<file path="config.mk">
export PLATFORM = sky130hd
export DESIGN_NAME = result_uart_reporter_flat
export DESIGN_NICKNAME = d
export VERILOG_FILES = /design/src/rtl/result_uart_reporter_pkg.sv /design/src/rtl/result_uart_reporter_if.sv /design/src/rtl/result_uart_reporter_uart_tx.sv /design/src/rtl/result_uart_reporter.sv /design/src/flat_wrapper.sv
export SDC_FILE = /design/constraint.sdc
export NUM_CORES = 1
export LEC_CHECK = 0
export BUFFER_PORTS_ARGS = -buffer_cell sky130_fd_sc_hd__buf_2
export CAP_MARGIN = 20
export CORE_UTILIZATION = 50
export DETAILED_ROUTE_END_ITERATION = 16
export PLACE_DENSITY = 0.77
export REMOVE_ABC_BUFFERS = 1
export SKIP_LAST_GASP = 1
export SYNTH_ARGS = -nofsm -noshare
export SYNTH_HDL_FRONTEND = slang
export SYNTH_SLANG_ARGS = --single-unit
</file>
<file path="constraint.sdc">
create_clock -name clock -period 6.8 [get_ports clock]
set_clock_uncertainty 0.2 [all_clocks]
set_input_delay 2.04 -clock clock [delete_from_list [all_inputs] [get_ports clock]]
set_output_delay 2.04 -clock clock [all_outputs]
set_load 0.01 [all_outputs]
</file>
<file path="src/rtl/result_uart_reporter_pkg.sv">
// Shared definitions for the result UART reporter: FSM states, ASCII
// message constants, message lengths and the double-dabble helpers.
package result_uart_reporter_pkg;

  typedef enum logic [2:0] {
    ST_IDLE,
    ST_CONVERT,
    ST_LOAD,
    ST_WAIT,
    ST_DONE
  } state_t;

  localparam logic [7:0] ASCII_X     = 8'h58;
  localparam logic [7:0] ASCII_Y     = 8'h59;
  localparam logic [7:0] ASCII_COMMA = 8'h2C;
  localparam logic [7:0] ASCII_N     = 8'h4E;
  localparam logic [7:0] ASCII_O     = 8'h4F;
  localparam logic [7:0] ASCII_E     = 8'h45;
  localparam logic [7:0] ASCII_CR    = 8'h0D;
  localparam logic [7:0] ASCII_LF    = 8'h0A;
  localparam logic [7:0] ASCII_ZERO  = 8'h30;

  localparam int MSG_LEN_MATCH = 13;
  localparam int MSG_LEN_NONE  = 6;

  // Both coordinates are converted as 10-bit binary into 4 BCD digits.
  localparam int BIN_W     = 10;
  localparam int BCD_W     = 16;
  localparam int DD_CYCLES = 10;

  // Add 3 to every BCD nibble that is 5 or more, ahead of the next shift.
  function automatic logic [BCD_W-1:0] dd_adjust(input logic [BCD_W-1:0] bcd);
    logic [BCD_W-1:0] res;
    res = bcd;
    for (int i = 0; i < 4; i++) begin
      if (bcd[4*i +: 4] >= 4'd5) res[4*i +: 4] = bcd[4*i +: 4] + 4'd3;
    end
    return res;
  endfunction

  // ASCII character for one BCD digit.
  function automatic logic [7:0] digit_char(input logic [3:0] d);
    return ASCII_ZERO + {4'h0, d};
  endfunction

endpackage

</file>
<file path="src/rtl/result_uart_reporter_if.sv">
// Matcher result bus: the matcher drives it, the reporter consumes it.
interface result_uart_reporter_if #(
  parameter int X_W = 10,
  parameter int Y_W = 9
);
  import result_uart_reporter_pkg::*;

  logic           valid_in;
  logic           match_in;
  logic [X_W-1:0] x_in;
  logic [Y_W-1:0] y_in;

  modport master (output valid_in, match_in, x_in, y_in);
  modport slave  (input  valid_in, match_in, x_in, y_in);

endinterface

</file>
<file path="src/rtl/result_uart_reporter_uart_tx.sv">
// 8N1 UART byte transmitter: latches a byte on start, sends start bit,
// 8 data bits LSB first and a stop bit, each BAUD_DIV cycles long.
module uart_tx_byte #(
  parameter int BAUD_DIV = 434
) (
  input  logic       clock,
  input  logic       reset,
  input  logic       start,
  input  logic [7:0] data,
  output logic       TxD,
  output logic       busy,
  output logic       done
);

  localparam int CNT_W = (BAUD_DIV > 2) ? $clog2(BAUD_DIV) : 1;
  localparam logic [CNT_W-1:0] BAUD_LAST = CNT_W'(BAUD_DIV - 1);

  logic [CNT_W-1:0] baudCnt_q;
  logic [3:0]       bitCnt_q;
  logic [8:0]       shift_q;
  logic             txd_q;
  logic             busy_q;
  logic             bitEnd;

  assign bitEnd = busy_q && (baudCnt_q == BAUD_LAST);
  assign done   = bitEnd && (bitCnt_q == 4'd9);
  assign TxD    = txd_q;
  assign busy   = busy_q;

  // Baud and bit counters; the shift register holds the remaining data bits plus the stop bit.
  always_ff @(posedge clock) begin
    if (reset) begin
      txd_q     <= 1'b1;
      busy_q    <= 1'b0;
      baudCnt_q <= '0;
      bitCnt_q  <= '0;
      shift_q   <= '1;
    end else if (!busy_q) begin
      if (start) begin
        busy_q    <= 1'b1;
        txd_q     <= 1'b0;
        shift_q   <= {1'b1, data};
        baudCnt_q <= '0;
        bitCnt_q  <= '0;
      end
    end else if (bitEnd) begin
      baudCnt_q <= '0;
      if (bitCnt_q == 4'd9) begin
        busy_q <= 1'b0;
      end else begin
        bitCnt_q <= bitCnt_q + 4'd1;
        txd_q    <= shift_q[0];
        shift_q  <= {1'b1, shift_q[8:1]};
      end
    end else begin
      baudCnt_q <= baudCnt_q + 1'b1;
    end
  end

endmodule

</file>
<file path="src/rtl/result_uart_reporter.sv">
// Turns each matcher result into an ASCII line on the UART: "Xdddd,Ydddd\r\n"
// for a match, "NONE\r\n" otherwise, then pulses sent_o as the send-complete.
module result_uart_reporter
  import result_uart_reporter_pkg::*;
#(
  parameter int BAUD_DIV = 434,
  parameter int X_W      = 10,
  parameter int Y_W      = 9
) (
  input  logic                  clock,
  input  logic                  reset,
  result_uart_reporter_if.slave res,
  output logic                  TxD,
  output logic                  busy_o,
  output logic                  sent_o
);

  localparam logic [3:0] DD_LAST = 4'(DD_CYCLES - 1);

  state_t           state_q, state_d;
  logic             valid_q;
  logic             match_q, match_d;
  logic [BIN_W-1:0] xBin_q, xBin_d, yBin_q, yBin_d;
  logic [BCD_W-1:0] xBcd_q, xBcd_d, yBcd_q, yBcd_d;
  logic [BCD_W-1:0] xAdj, yAdj;
  logic [3:0]       cnt_q, cnt_d;
  logic [3:0]       idx_q, idx_d;
  logic [3:0]       lastIdx;
  logic [X_W-1:0]   xIn;
  logic [Y_W-1:0]   yIn;
  logic             trigger;
  logic             txStart, txBusy, txDone;
  logic [7:0]       txByte;

  assign xIn     = res.x_in;
  assign yIn     = res.y_in;
  assign trigger = res.valid_in && !valid_q;
  assign lastIdx = match_q ? 4'(MSG_LEN_MATCH - 1) : 4'(MSG_LEN_NONE - 1);
  assign busy_o  = (state_q != ST_IDLE);
  assign sent_o  = (state_q == ST_DONE);

  // State and datapath registers; valid_q tracks valid_in every cycle so held levels never retrigger.
  always_ff @(posedge clock) begin
    if (reset) begin
      state_q <= ST_IDLE;
      valid_q <= 1'b0;
      match_q <= 1'b0;
      xBin_q  <= '0;
      yBin_q  <= '0;
      xBcd_q  <= '0;
      yBcd_q  <= '0;
      cnt_q   <= '0;
      idx_q   <= '0;
    end else begin
      state_q <= state_d;
      valid_q <= res.valid_in;
      match_q <= match_d;
      xBin_q  <= xBin_d;
      yBin_q  <= yBin_d;
      xBcd_q  <= xBcd_d;
      yBcd_q  <= yBcd_d;
      cnt_q   <= cnt_d;
      idx_q   <= idx_d;
    end
  end

  // Next-state logic: capture, parallel double-dabble of x and y, then one byte per LOAD/WAIT pass.
  always_comb begin
    state_d = state_q;
    match_d = match_q;
    xBin_d  = xBin_q;
    yBin_d  = yBin_q;
    xBcd_d  = xBcd_q;
    yBcd_d  = yBcd_q;
    cnt_d   = cnt_q;
    idx_d   = idx_q;
    txStart = 1'b0;
    xAdj    = dd_adjust(xBcd_q);
    yAdj    = dd_adjust(yBcd_q);
    case (state_q)
      ST_IDLE: begin
        if (trigger) begin
          match_d = res.match_in;
          xBin_d  = BIN_W'(xIn);
          yBin_d  = BIN_W'(yIn);
          xBcd_d  = '0;
          yBcd_d  = '0;
          cnt_d   = '0;
          idx_d   = '0;
          state_d = res.match_in ? ST_CONVERT : ST_LOAD;
        end
      end
      ST_CONVERT: begin
        xBcd_d = {xAdj[BCD_W-2:0], xBin_q[BIN_W-1]};
        yBcd_d = {yAdj[BCD_W-2:0], yBin_q[BIN_W-1]};
        xBin_d = {xBin_q[BIN_W-2:0], 1'b0};
        yBin_d = {yBin_q[BIN_W-2:0], 1'b0};
        cnt_d  = cnt_q + 4'd1;
        if (cnt_q == DD_LAST) state_d = ST_LOAD;
      end
      ST_LOAD: begin
        if (!txBusy) begin
          txStart = 1'b1;
          state_d = ST_WAIT;
        end
      end
      ST_WAIT: begin
        if (txDone) begin
          if (idx_q == lastIdx) begin
            state_d = ST_DONE;
          end else begin
            idx_d   = idx_q + 4'd1;
            state_d = ST_LOAD;
          end
        end
      end
      ST_DONE: begin
        state_d = ST_IDLE;
      end
      default: begin
        state_d = ST_IDLE;
      end
    endcase
  end

  // Pick the message byte at the current index.
  always_comb begin
    txByte = 8'h00;
    if (match_q) begin
      case (idx_q)
        4'd0:    txByte = ASCII_X;
        4'd1:    txByte = digit_char(xBcd_q[15:12]);
        4'd2:    txByte = digit_char(xBcd_q[11:8]);
        4'd3:    txByte = digit_char(xBcd_q[7:4]);
        4'd4:    txByte = digit_char(xBcd_q[3:0]);
        4'd5:    txByte = ASCII_COMMA;
        4'd6:    txByte = ASCII_Y;
        4'd7:    txByte = digit_char(yBcd_q[15:12]);
        4'd8:    txByte = digit_char(yBcd_q[11:8]);
        4'd9:    txByte = digit_char(yBcd_q[7:4]);
        4'd10:   txByte = digit_char(yBcd_q[3:0]);
        4'd11:   txByte = ASCII_CR;
        default: txByte = ASCII_LF;
      endcase
    end else begin
      case (idx_q)
        4'd0:    txByte = ASCII_N;
        4'd1:    txByte = ASCII_O;
        4'd2:    txByte = ASCII_N;
        4'd3:    txByte = ASCII_E;
        4'd4:    txByte = ASCII_CR;
        default: txByte = ASCII_LF;
      endcase
    end
  end

  uart_tx_byte #(
    .BAUD_DIV (BAUD_DIV)
  ) uTx (
    .clock (clock),
    .reset (reset),
    .start (txStart),
    .data  (txByte),
    .TxD   (TxD),
    .busy  (txBusy),
    .done  (txDone)
  );

endmodule

</file>
<file path="src/flat_wrapper.sv">
// flat-port wrapper written by rule: the top's interface ports become plain ports
module result_uart_reporter_flat import result_uart_reporter_pkg::*;
#(
  parameter int BAUD_DIV = 434,
  parameter int X_W      = 10,
  parameter int Y_W      = 9
)
  (clock, reset, TxD, busy_o, sent_o, res_valid_in, res_match_in, res_x_in, res_y_in);
  result_uart_reporter_if #(.X_W(X_W), .Y_W(Y_W)) res_i ();
  input  logic clock;
  input  logic reset;
  output logic TxD;
  output logic busy_o;
  output logic sent_o;
  input wire logic [$bits(res_i.valid_in)-1:0] res_valid_in;
  input wire logic [$bits(res_i.match_in)-1:0] res_match_in;
  input wire logic [$bits(res_i.x_in)-1:0] res_x_in;
  input wire logic [$bits(res_i.y_in)-1:0] res_y_in;
  assign res_i.valid_in = res_valid_in;
  assign res_i.match_in = res_match_in;
  assign res_i.x_in = res_x_in;
  assign res_i.y_in = res_y_in;
  result_uart_reporter #(.BAUD_DIV(BAUD_DIV), .X_W(X_W), .Y_W(Y_W)) u_core (.clock(clock), .reset(reset), .res(res_i), .TxD(TxD), .busy_o(busy_o), .sent_o(sent_o));
endmodule
</file>
-- Word level (Yosys, flattened, before mapping)
Index checks and enable logic that the tools add are counted.
- flip-flop bits (word level): 89
- output and inout bits: 3
- bits of input ports: 23
- word-level logic and storage cells: 136
- reductions and logical operators: 16
- add/subtract/negate cells: 20
- equal/unequal tests: 26
- muxes and demuxes: 52
- order comparisons: 8
- operator list (kind ; count):
    8-bit one-hot mux with 12 select lines ; 1
    16-bit one-hot mux with 2 select lines ; 2
    9-bit 2-to-1 mux ; 7
    6-bit by 4-bit adder with 7-bit output (first input constant) ; 8
    4-bit 2-to-1 mux ; 14
    10-bit one-hot mux with 2 select lines ; 2
    4-bit by 3-bit greater-or-equal comparator with 1-bit output (second input constant) ; 8
    7-bit one-hot mux with 4 select lines ; 1
    4-bit by 2-bit adder with 4-bit output (second input constant) ; 6
    4-bit equality test (second input constant) ; 6
    3-bit 2-to-1 mux ; 7
    10-bit 2-to-1 mux ; 2
    4-bit by 3-bit equality test with 1-bit output (second input constant) ; 4
    16-bit 2-to-1 mux ; 1
    4-bit one-hot mux with 2 select lines ; 2
    4-bit by 1-bit adder with 4-bit output (second input constant) ; 3
    3-bit one-hot mux with 4 select lines ; 1
    1-bit 2-to-1 mux ; 10
    9-bit by 1-bit adder with 9-bit output (second input constant) ; 1
    9-bit equality test (second input constant) ; 1
    4-bit by 2-bit equality test with 1-bit output (second input constant) ; 2
    8-bit 2-to-1 mux ; 1
    2-bit by 1-bit inequality test with 1-bit output (second input constant) ; 4
    4-bit AND reduction ; 2
    17 further kinds ; 26

-- Depth between registers and ports, before layout
Gate-level depths: netlist of run 1.
- depth in word-level cells: 6
- gate-level depth with buffers: 8

-- Hierarchy
A second synthesis of run 1 with hierarchy kept.
- cell total of the unflattened synthesis: 633
- area, all modules: 4988.5 µm²
- by module, submodules not included (module ; times used ; seq. area each (µm²) ; cells an instance ; area an instance (µm²)):
    result_uart_reporter ; 1 ; 1301.2 ; 498 ; 3824.9
    uart_tx_byte ; 1 ; 460.4 ; 135 ; 1163.6

-- Worst setup path after synthesis of run 1
No wires, ideal clock.
- kind: in2reg
- from: in res_valid_in
- to: reg u_core.idx_q[3]
- path slack: 3207 ps
- path buffers: 0
- data arrival time: 3323 ps
- stages on the path: 4
- cells stage by stage: or3b_2 > o22a_1 > or4_1 > a21oi_1
- word-level cells in the longest chain between the ends: 3
- ends and longest elaborated chain (item ; RTL line ; source):
    start, declared ; flat_wrapper.sv:15 ; input wire logic [$bits(res_i.valid_in)-1:0] res_valid_in;
    1-bit logical AND ; result_uart_reporter.sv:37 ; assign trigger = res.valid_in && !valid_q;
    2-bit by 1-bit inequality test with 1-bit output (no line) ; n/a ;
    4-bit AND reduction (no line) ; n/a ;
    end signal, assigned ; result_uart_reporter.sv:63 ; idx_q <= idx_d;
    end, declared ; result_uart_reporter.sv:27 ; logic [3:0] idx_q, idx_d;
Every way passes these cells.
A chain may end at the register's enable or synchronous reset.

-- Worst setup path after layout of run 1
- from: reg u_core.state_q[2]
- to: out sent_o
- word-level cells in the longest chain between the ends: 1
- ends and longest elaborated chain (item ; RTL line ; source):
    start, declared ; result_uart_reporter.sv:20 ; state_t state_q, state_d;
    start signal, assigned ; result_uart_reporter.sv:55 ; state_q <= state_d;
    3-bit equality test ; result_uart_reporter.sv:40 ; assign sent_o = (state_q == ST_DONE);
    end, declared ; flat_wrapper.sv:14 ; output logic sent_o;
Every way passes these cells.

==> parameters.txt, run 1 <==
Parameter                              Value

Outcome
  Status    finished clean

STA
  Final hold violation count    0
  TNS Setup    0 ps
  Achievable frequency    269 MHz
  Hold_ws    261 ps
  Final clock period utilization by the worst path    0.546
  Min cycle time layout    3720 ps
  Transition time at the pin with the least slew margin    1020 ps
  Unrepaired setup endpoints after global routing    false
  Worst slew margin relative to its limit    0.315
  Final slew viol count    0
  Finish-stage setup viols    0

Critical path
  Critical Path Start Type    register
  Max FO, Critical Path    11
  Start point of the critical path    u_core.state_q[2]
  Crit Path Class    reg -> out
  Type of destination of the critical path    output pin
  Required time at the worst-slack endpoint    4560 ps
  Origin of the critical flop-to-flop path    u_core.state_q[0]
  Worst path arrival time    1480 ps

Floorplanning
  Die boundary height    101 µm
  Initial Util    0.525
  Core area    9370 µm²
  Placement Rows    35
  IO Pins    26
  Horizontal die dimension    101 µm
  DIE AREA    10200 µm²

Drt
  Drt wl/cell    14.2 µm
  Per-cell via count in the routed design    5.88
  Number of detailed-route iterations in the first pass    5
  Final wirelength    10700 µm
  Iter 0 DRT Violations    381
  Total number of vias    4442
  Residual antenna-violating net count after detailed routing    0
  Number of remaining DRC errors    0

Clock network
  Sinks on Clock Net    88
  CTS Root Cell    sky130_fd_sc_hd__clkbuf_8
  Buffers inserted by post-CTS timing repair    0
  Maximum buffer depth of the clock tree    2
  TritonCTS clock tree    yes
  Clock latency at the later pin of the worst-skew pair    370 ps
  Number of buffers created by CTS    9
  Count of H-tree levels built during CTS    3
  Number of gates given a new drive strength after cts    0
  Clock transition at the register clock pins on the worst setup and hold paths after CTS    90 ps
  Post-CTS Hold Fix Bufs    0

Pwr
  Static leakage    1.95 nW
  Largest voltage drop on the vdd net    0.229 mV
  Power per cell area    267 nW/µm²

Synthesis
  Netlist area before placement    4920 µm²
  Sequential share of the synthesized area    0.358
  Synth top cells by count    sky130_fd_sc_hd__dfxtp_1 (88), sky130_fd_sc_hd__a21oi_1 (72), sky130_fd_sc_hd__nor2_1 (67)
  Post-synthesis cell type count    60
  Number of synthesis warnings    0
  Async set-or-reset flop fraction in the synthesized netlist    0
  Gate count after technology mapping    624
  Top flip-flop cell by instance count after synthesis    sky130_fd_sc_hd__dfxtp_1
  Most repeated cell in the gate-level netlist after synthesis    sky130_fd_sc_hd__dfxtp_1
  Number of flops mapped to enable cells by yosys    0
  Leading area contributor after synthesis    sky130_fd_sc_hd__dfxtp_1
  Average cell area after synthesis    7.89 µm²
  Number of synthesized register bits    88
  Area share of the largest cell type after synthesis    0.358
  Cells taking the most area after synthesis    sky130_fd_sc_hd__dfxtp_1 (36%), sky130_fd_sc_hd__a21oi_1 (7.3%), sky130_fd_sc_hd__ha_1 (6.6%)

Global routing
  Global-route usage over all layers    0.224
  Grt ovf    0
  Via count of the first global-routing pass    4135
  Global-route wire length before repair    18500 µm
  Maximum number of pins on one net before global-route repair    58
  Initial antenna violation count    0

Cells and area
  Share of final-layout standard cells stronger than drive strength 1    0.108
  Total area of multi-input combinational cells    2900 µm²
  Antenna cells    0
  Syn-to-layout area delta    7.27%
  Flip-flop and latch area    1760 µm²
  FILL cells    864
  Layout Nets    671

Hold path
  Hold wc startpoint    u_core.yBin_q[1]
  Hold crit path type    reg -> reg

Placement
  Detail Placement HPWL    6970 µm
  RD Place Congestion    0.847
  Total of buffers placed on input and output ports    25

Flow run
  Maximum capacitance violations    0
[layout by cell type, fill, tap and decap left out, types with 12 or more instances in the layout]
cell type	instances
sky130_fd_sc_hd__a21oi_1	72
sky130_fd_sc_hd__a31oi_1	12
sky130_fd_sc_hd__buf_2	26
sky130_fd_sc_hd__dfxtp_1	88
sky130_fd_sc_hd__ha_1	26
sky130_fd_sc_hd__inv_1	25
sky130_fd_sc_hd__mux2i_1	12
sky130_fd_sc_hd__nand2_1	43
sky130_fd_sc_hd__nand2b_1	14
sky130_fd_sc_hd__nand3_1	40
sky130_fd_sc_hd__nor2_1	66
sky130_fd_sc_hd__nor3_1	27
sky130_fd_sc_hd__nor4_1	13
sky130_fd_sc_hd__o21ai_0	33
[final timing paths]
path / endpoint / slack (ps) / depth (start not counted)
worst min register to register: u_core.yBin_q[1] / 260 / 2
worst max-delay path: sent_o / 3080 / 2
worst min-delay path: u_core.yBin_q[1] / 260 / 2
worst max register to register: u_core.yBin_q[7] / 4100 / 5
[critical path: stages, from the launching register on]
cell                      delay, ps
sky130_fd_sc_hd__dfxtp_1        610
sky130_fd_sc_hd__nor3b_1        310
sky130_fd_sc_hd__buf_2          180
[stage by stage]
step	std cells	util	area [µm²]	total power [W]	setup slack (ps)
after global routing	756	0.563	5280	0.00150	3040
after global placement	739	0.540	5060	0.00102	2920
after floorplan	582	-	4750	0.000911	3210
after CTS	755	0.563	5270	0.00141	3090
after detailed placement	739	0.540	5060	0.00103	2860
final	756	0.563	5280	0.00141	3080
[routing by layer]
layer  track usage  vias up  part of all wire
li1              -     2227                 -
met1         0.288     2090              0.47
met2         0.376      109              0.47
met3        0.0442       16             0.042
met4        0.0736        0             0.014
met5             0        -                 0
[logic make-up (layout without fill, tap and decap cells)]
kind of cell / Yosys count / in the layout / share of synthesized area
xor+xnor: 16 / 16 / 0.0285
simple gates: 249 / 249 / 0.263
flops: 88 / 88 / 0.358
compound gates: 165 / 165 / 0.204
buf+inv: 67 / 70 / 0.0534
fa+ha+maj: 26 / 26 / 0.0661
mux: 13 / 13 / 0.0267
[flip-flops by register name, summed over array words and instances (netlist names), 3 cells and up]
name,flops
u_core.xBcd_q,16
u_core.uTx.bitCnt_q,4
u_core.yBin_q,10
u_core.state_q,3
u_core.yBcd_q,16
u_core.cnt_q,4
u_core.uTx.shift_q,8
u_core.uTx.baudCnt_q,9
u_core.idx_q,4
u_core.xBin_q,10
[cell type report]
class,instances,area share
Timing Repair Buffer,29,0.0289
Clock inverter,7,0.0164
Inverter,25,0.0178
Tap cell,129,0.0306
Clock buffer,9,0.0235
Sequential cell,88,0.334
Multi-Input combinational cell,469,0.549
[power breakdown]
part,switching (W),internal (W),total (W)
sequential,0.0000611,0.000578,0.000639
combinational,0.000255,0.000129,0.000384
clock,0.000209,0.000178,0.000387
No activity file was read; power rests on OpenSTA's default activity.
==> inputs of run 2 (changes only) <==
ABC_AREA = 1   (was not set)
clock period = 3.5 ns   (was 6.8 ns; I/O delays follow)
==> run 2 against run 1 <==
Total power increased by 130%. Design area increased by 3.3%. Combinational power increased to 2.8 times the previous value. Critical endpoint is now busy_o. Critical path depth increased by 3. Utilization decreased by 0.52 points. Final cell count increased by 17%. Highest routed layer unchanged. Via count increased by 8.4%. Largest cell class unchanged. Global-route usage increased by 0.14 points. Worst setup slack got worse by 2100 ps.
==> parameters.txt, run 2 <==
Parameter                              Value

Outcome
  Status    finished clean

Clock network
  Clock transition at the register clock pins on the worst setup and hold paths after CTS    80 ps
  Number of gates given a new drive strength after cts    0
  CTS Root Cell    sky130_fd_sc_hd__clkbuf_8
  TritonCTS clock tree    yes
  Sinks on Clock Net    88
  Buffers inserted by post-CTS timing repair    0
  Number of buffers created by CTS    9
  Post-CTS Hold Fix Bufs    0
  Maximum buffer depth of the clock tree    2
  Count of H-tree levels built during CTS    3
  Clock latency at the later pin of the worst-skew pair    370 ps

Drt
  Final wirelength    11300 µm
  Number of remaining DRC errors    0
  Drt wl/cell    12.7 µm
  Number of detailed-route iterations in the first pass    5
  Iter 0 DRT Violations    340
  Per-cell via count in the routed design    5.43
  Residual antenna-violating net count after detailed routing    0
  Total number of vias    4814

Critical path
  Max FO, Critical Path    3
  Cell type of the slowest stage on the worst timing path    sky130_fd_sc_hd__dfxtp_1
  Critical Path Start Type    register
  Crit Path Class    reg -> out
  Sequence of cells on the critical path    nor2_2 > inv_2 > nor2_4 > inv_1 > buf_2
  Register-to-Register Setup Slack    1320 ps
  Capture point of the worst reg-to-reg path    u_core.uTx.baudCnt_q[1]
  Largest stage delay on the critical path    340 ps
  Worst path arrival time    1290 ps
  Largest delay share family, worst path    flip-flops
  Buf/Inv on CP    3
  Type of destination of the critical path    output pin
  Origin of the critical flop-to-flop path    u_core.uTx.busy
  R2R depth    6
  Required time at the worst-slack endpoint    2250 ps

Synthesis
  Gate count after technology mapping    737
  Number of synthesized register bits    88
  Post-synthesis cell type count    38
  Most repeated cell in the gate-level netlist after synthesis    sky130_fd_sc_hd__nand2_1
  Area share of the largest cell type after synthesis    0.348
  Leading area contributor after synthesis    sky130_fd_sc_hd__dfxtp_1
  Number of synthesis warnings    0
  Netlist area before placement    5060 µm²
  Number of flops mapped to enable cells by yosys    0
  Average cell area after synthesis    6.86 µm²
  Async set-or-reset flop fraction in the synthesized netlist    0
  Cells taking the most area after synthesis    sky130_fd_sc_hd__dfxtp_1 (35%), sky130_fd_sc_hd__nand2_1 (11%), sky130_fd_sc_hd__nor2_1 (6.5%)
  Synth top cells by count    sky130_fd_sc_hd__nand2_1 (148), sky130_fd_sc_hd__dfxtp_1 (88), sky130_fd_sc_hd__nor2_1 (88)
  Sequential share of the synthesized area    0.348
  Top flip-flop cell by instance count after synthesis    sky130_fd_sc_hd__dfxtp_1

Cells and area
  Commonest non-fill, non-tap cell in the layout    sky130_fd_sc_hd__nand2_1
  Largest registers ranked by flip-flop count    u_core.xBcd_q: 16 flops, u_core.yBcd_q: 16 flops
  Total area of multi-input combinational cells    2780 µm²
  Antenna cells    0
  Count of non-filler cells in the finished layout    887
  Final cell area excluding filler cells    5460 µm²
  Flip-flop and latch area    1760 µm²
  FILL cells    934
  Most frequent cells in the layout    sky130_fd_sc_hd__nand2_1 (148), sky130_fd_sc_hd__nor2_1 (88), sky130_fd_sc_hd__dfxtp_1 (88)
  Syn-to-layout area delta    7.84%
  Layout Nets    798
  Share of final-layout standard cells stronger than drive strength 1    0.0942

Hold path
  Hold wc startpoint    u_core.yBin_q[0]
  Hold crit path type    reg -> reg
  Worst-case hold path end point    u_core.yBin_q[0]
  Instance count along the most critical hold path    2

STA
  TNS Setup    0 ps
  Transition time at the pin with the least slew margin    758 ps
  Unrepaired setup endpoints after global routing    false
  Worst slew margin relative to its limit    0.492
  Achievable frequency    394 MHz
  Finish-stage setup viols    0
  Final hold violation count    0
  Final slew viol count    0
  Hold_ws    267 ps
  Final clock period utilization by the worst path    0.726
  Min cycle time layout    2540 ps

Flow run
  Maximum capacitance violations    0

Placement
  Placed Cells incl. Taps    871
  Detail Placement HPWL    7830 µm
  Post-DP Area    5210 µm²
  Total of buffers placed on input and output ports    25
  RD Place Congestion    0.931

Floorplanning
  Die boundary height    103 µm
  Core area    9770 µm²
  Horizontal die dimension    103 µm
  IO Pins    26
  Placement Rows    36
  Initial Util    0.518
  DIE AREA    10500 µm²

Pwr
  Flop pwr share    0.396
  Logic gate share of total power    0.337
  Clk network pwr share    0.267
  Largest voltage drop on the vdd net    0.401 mV
  Static leakage    2.22 nW
  Switch Pwr    0.00124 W
  Cell internal power dissipation    0.00199 W
  Power per cell area    594 nW/µm²
  Switching fraction of total power    0.384

Global routing
  Maximum number of pins on one net before global-route repair    61
  Grt ovf    0
  Global-route usage over all layers    0.225
  Via count of the first global-routing pass    4267
  Initial antenna violation count    0
  Global-route wire length before repair    18800 µm
-- run 2: cell count changes in the layout (fill, tap and decap cells not counted), moves of 13 or more --
| cell | change |
|---|---|
| sky130_fd_sc_hd__nand3_1 | +17 |
| sky130_fd_sc_hd__nand2_1 | +105 |
| sky130_fd_sc_hd__inv_1 | +58 |
| sky130_fd_sc_hd__nor2_1 | +22 |
| sky130_fd_sc_hd__nor3_1 | -17 |
| sky130_fd_sc_hd__o221ai_1 | +13 |
| sky130_fd_sc_hd__nand2b_1 | -14 |
| sky130_fd_sc_hd__nor4_1 | -13 |
| sky130_fd_sc_hd__nand4_1 | +13 |
-- run 2: worst min-delay path, stage by stage, from the launching register on --
cell and delay, ps:
sky130_fd_sc_hd__dfxtp_1 320, sky130_fd_sc_hd__nand2_1 60, sky130_fd_sc_hd__a21oi_1 50
-- run 2: how the worst max path moves through the flow --
stage / slack [ps] / startpoint / end / depth (start not counted)
after floorplan: 1040 / res_valid_in / u_core.xBcd_q[10] / 7
after global placement: 740 / res_valid_in / u_core.xBcd_q[14] / 9
after detailed placement: 640 / res_valid_in / u_core.yBcd_q[10] / 9
after CTS: 950 / u_core.state_q[2] / busy_o / 5
after global routing: 870 / res_valid_in / u_core.xBcd_q[6] / 9
final: 960 / u_core.state_q[2] / busy_o / 5
-- run 2: per-layer routing --
metal	wire length, µm	global-route usage	vias up
met1	5220	0.287	2203
met5	0	0	-
met4	278	0.100	0
li1	-	-	2461
met2	5240	0.365	124
met3	526	0.0488	26
-- run 2: cell families after synthesis --
group,Yosys count,synth area share
buffers and inverters,122,0.103
AO/OA/AOI/OAI,150,0.169
AND/OR/NAND/NOR,341,0.299
adder cells (fa/ha/maj),26,0.0643
XOR/XNOR,10,0.0173
flip-flops,88,0.348
-- run 2: per-stage QoR --
step | setup WS, ps | power, W | util
3_5_place_dp | 645 | 0.00239 | 0.533
4_1_cts | 948 | 0.00325 | 0.558
6_report | 961 | 0.00324 | 0.558
5_1_grt | 872 | 0.00347 | 0.558
3_3_place_gp | 738 | 0.00236 | 0.533
2_1_floorplan | 1040 | 0.00208 | -
-- run 2: layout make-up --
| type | instances | share of cell area |
|---|---|---|
| multi-input cells | 527 | 0.509 |
| flip-flops and latches | 88 | 0.323 |
| inverters | 95 | 0.0654 |
| well taps | 133 | 0.0305 |
| repair buffers | 28 | 0.0271 |
| clock buffers | 11 | 0.0259 |
| clock inverters | 5 | 0.0190 |
-- run 2: power groups by stage --
stage / clock [W] / sequential [W] / combinational [W]
after global routing: 0.000917 / 0.00130 / 0.00126
after global placement: 0 / 0.00129 / 0.00106
after detailed placement: 0 / 0.00130 / 0.00109
after floorplan: 0 / 0.00127 / 0.000808
after CTS: 0.000878 / 0.00128 / 0.00109
final: 0.000864 / 0.00128 / 0.00109
==> inputs of run 3 (changes only) <==
clock period = 2.39 ns   (was 3.5 ns; I/O delays follow)
==> run 3 against run 2 <==
Final cell count up 0.68%. Die area unchanged. Total power up 41%. Critical path depth unchanged. Register-to-register slack worse by 890 ps. Sequential power up 46%. Clock-buffer cell count down 1. Clock power up 17%. Utilization up 0.19 points. Via count up 1.0%. Wire length down 0.46%. Worst setup slack worse by 750 ps. Critical endpoint unchanged. Largest cell class unchanged.
==> parameters.txt, run 3 (same netlist as run 2, synthesis figures left out) <==
Parameter                              Value

Outcome
  Status    finished clean

Critical path
  R2R depth    10
  Critical Path Start Type    register
  Largest stage delay on the critical path    330 ps
  Crit Path Class    reg -> out
  Capture point of the worst reg-to-reg path    u_core.uTx.shift_q[0]
  Sequence of cells on the critical path    nor2_2 > inv_2 > nor2_4 > inv_1 > buf_2
  Required time at the worst-slack endpoint    1470 ps
  Origin of the critical flop-to-flop path    u_core.uTx.baudCnt_q[0]
  Max FO, Critical Path    3
  Largest delay share family, worst path    flip-flops
  Cell type of the slowest stage on the worst timing path    sky130_fd_sc_hd__dfxtp_1
  Buf/Inv on CP    3
  Register-to-Register Setup Slack    430 ps
  Type of destination of the critical path    output pin
  Worst path arrival time    1260 ps

Pwr
  Static leakage    2.23 nW
  Post-layout power    0.00455 W
  Largest voltage drop on the vdd net    0.784 mV
  Power per cell area    832 nW/µm²

Clock network
  Count of H-tree levels built during CTS    3
  Sinks on Clock Net    88
  Post-CTS Hold Fix Bufs    0
  TritonCTS clock tree    yes
  Clock transition at the register clock pins on the worst setup and hold paths after CTS    90 ps
  Number of gates given a new drive strength after cts    0
  CTS Root Cell    sky130_fd_sc_hd__clkbuf_8
  Number of buffers created by CTS    9
  Buffers inserted by post-CTS timing repair    0
  Maximum buffer depth of the clock tree    2
  Clock latency at the later pin of the worst-skew pair    360 ps

STA
  Finish-stage setup viols    0
  Final slew viol count    0
  Achievable frequency    460 MHz
  Worst slew margin relative to its limit    0.636
  Transition time at the pin with the least slew margin    544 ps
  Final hold violation count    0
  Min cycle time layout    2170 ps
  Final clock period utilization by the worst path    0.910
  Unrepaired setup endpoints after global routing    false
  TNS Setup    0 ps

Global routing
  Grt ovf    0
  Grt met2 use    0.381
  Global-route wire length before repair    19300 µm
  Met3 track utilization from global routing    0.0427
  Global-route usage over all layers    0.229
  Met1 track demand over resource in global routing    0.295
  Initial antenna violation count    0
  Via count of the first global-routing pass    4314
  Maximum number of pins on one net before global-route repair    61
  Most utilized layer in the global route result    met2

Drt
  Number of remaining DRC errors    0
  Per-cell via count in the routed design    5.44
  Final wirelength    11200 µm
  Total number of vias    4862
  Number of detailed-route iterations in the first pass    5
  Drt wl/cell    12.6 µm
  Iter 0 DRT Violations    321
  Residual antenna-violating net count after detailed routing    0

Cells and area
  Syn-to-layout area delta    8.21%
  Share of final-layout standard cells stronger than drive strength 1    0.101
  Layout Nets    805
  Most frequent cells in the layout    sky130_fd_sc_hd__nand2_1 (148), sky130_fd_sc_hd__nor2_1 (88), sky130_fd_sc_hd__dfxtp_1 (88)
  Largest registers ranked by flip-flop count    u_core.xBcd_q: 16 flops, u_core.yBcd_q: 16 flops
  FILL cells    919
  Commonest non-fill, non-tap cell in the layout    sky130_fd_sc_hd__nand2_1
  Antenna cells    0

Floorplanning
  Die boundary height    103 µm
  DIE AREA    10500 µm²
  Core area    9770 µm²
  Placement Rows    36
  IO Pins    26
  Initial Util    0.518
  Horizontal die dimension    103 µm

Hold path
  Worst-case hold path end point    u_core.yBin_q[9]
  Hold wc startpoint    u_core.yBin_q[9]
  Hold crit path type    reg -> reg
  Instance count along the most critical hold path    2

Placement
  Detail Placement HPWL    7990 µm
  RD Place Congestion    1.06
  Total of buffers placed on input and output ports    25

Flow run
  Maximum capacitance violations    0
[run 3: cell count changes in the layout (fill, tap and decap cells not counted)]
cell and change:
sky130_fd_sc_hd__buf_12 +2, sky130_fd_sc_hd__clkinvlp_4 +2, sky130_fd_sc_hd__clkbuf_8 -1, sky130_fd_sc_hd__buf_4 +5, sky130_fd_sc_hd__bufinv_16 -2
[run 3: layout make-up]
type | count | area [µm²] | share of cell area
clock buffers | 10 | 128 | 0.0233
clock inverters | 5 | 58.8 | 0.0107
inverters | 95 | 357 | 0.0651
multi-input cells | 527 | 2780 | 0.507
flip-flops and latches | 88 | 1760 | 0.322
well taps | 133 | 166 | 0.0304
repair buffers | 35 | 225 | 0.0411
[run 3: power breakdown]
group / internal (W) / leakage [nW] / switching [W]
sequential: 0.00169 / 0.716 / 0.000175
clock: 0.000478 / 0.0883 / 0.000530
combinational: 0.000563 / 1.42 / 0.00111
total: 0.00274 / 2.23 / 0.00182
[run 3: per-stage QoR]
step | cells | util | setup WS [ps] | instance area [µm²] | hold slack [ps]
final | 893 | 0.560 | 215 | 5470 | 265
after CTS | 893 | 0.560 | 200 | 5470 | 267
after global routing | 893 | 0.560 | 122 | 5470 | 293
after detailed placement | 878 | 0.541 | 400 | 5290 | 254
after global placement | 878 | 0.541 | 460 | 5290 | 250
after floorplan | 710 | - | 262 | 4900 | 234
[run 3: layer usage]
| layer | part of all wire | vias up |
|---|---|---|
| li1 | - | 2481 |
| met1 | 0.45 | 2206 |
| met2 | 0.48 | 159 |
| met3 | 0.055 | 16 |
| met4 | 0.014 | 0 |
| met5 | 0 | - |
[run 3: worst max path at each step]
stage                        end         startpoint  depth (start not counted)
2_1_floorplan  u_core.xBcd_q[10]       res_valid_in                          7
3_3_place_gp   u_core.state_q[0]       res_valid_in                          8
3_5_place_dp   u_core.state_q[0]       res_valid_in                          8
4_1_cts                   busy_o  u_core.state_q[2]                          5
5_1_grt                   busy_o  u_core.state_q[2]                          5
6_report                  busy_o  u_core.state_q[2]                          5
[run 3: worst register-to-register path, delay by kind of cell, from the launching register on]
family          cells  cell delay [ps]
simple gates        6              770
fa+ha+maj           1              180
buf+inv             2              170
flops               1              410
compound gates      1              130
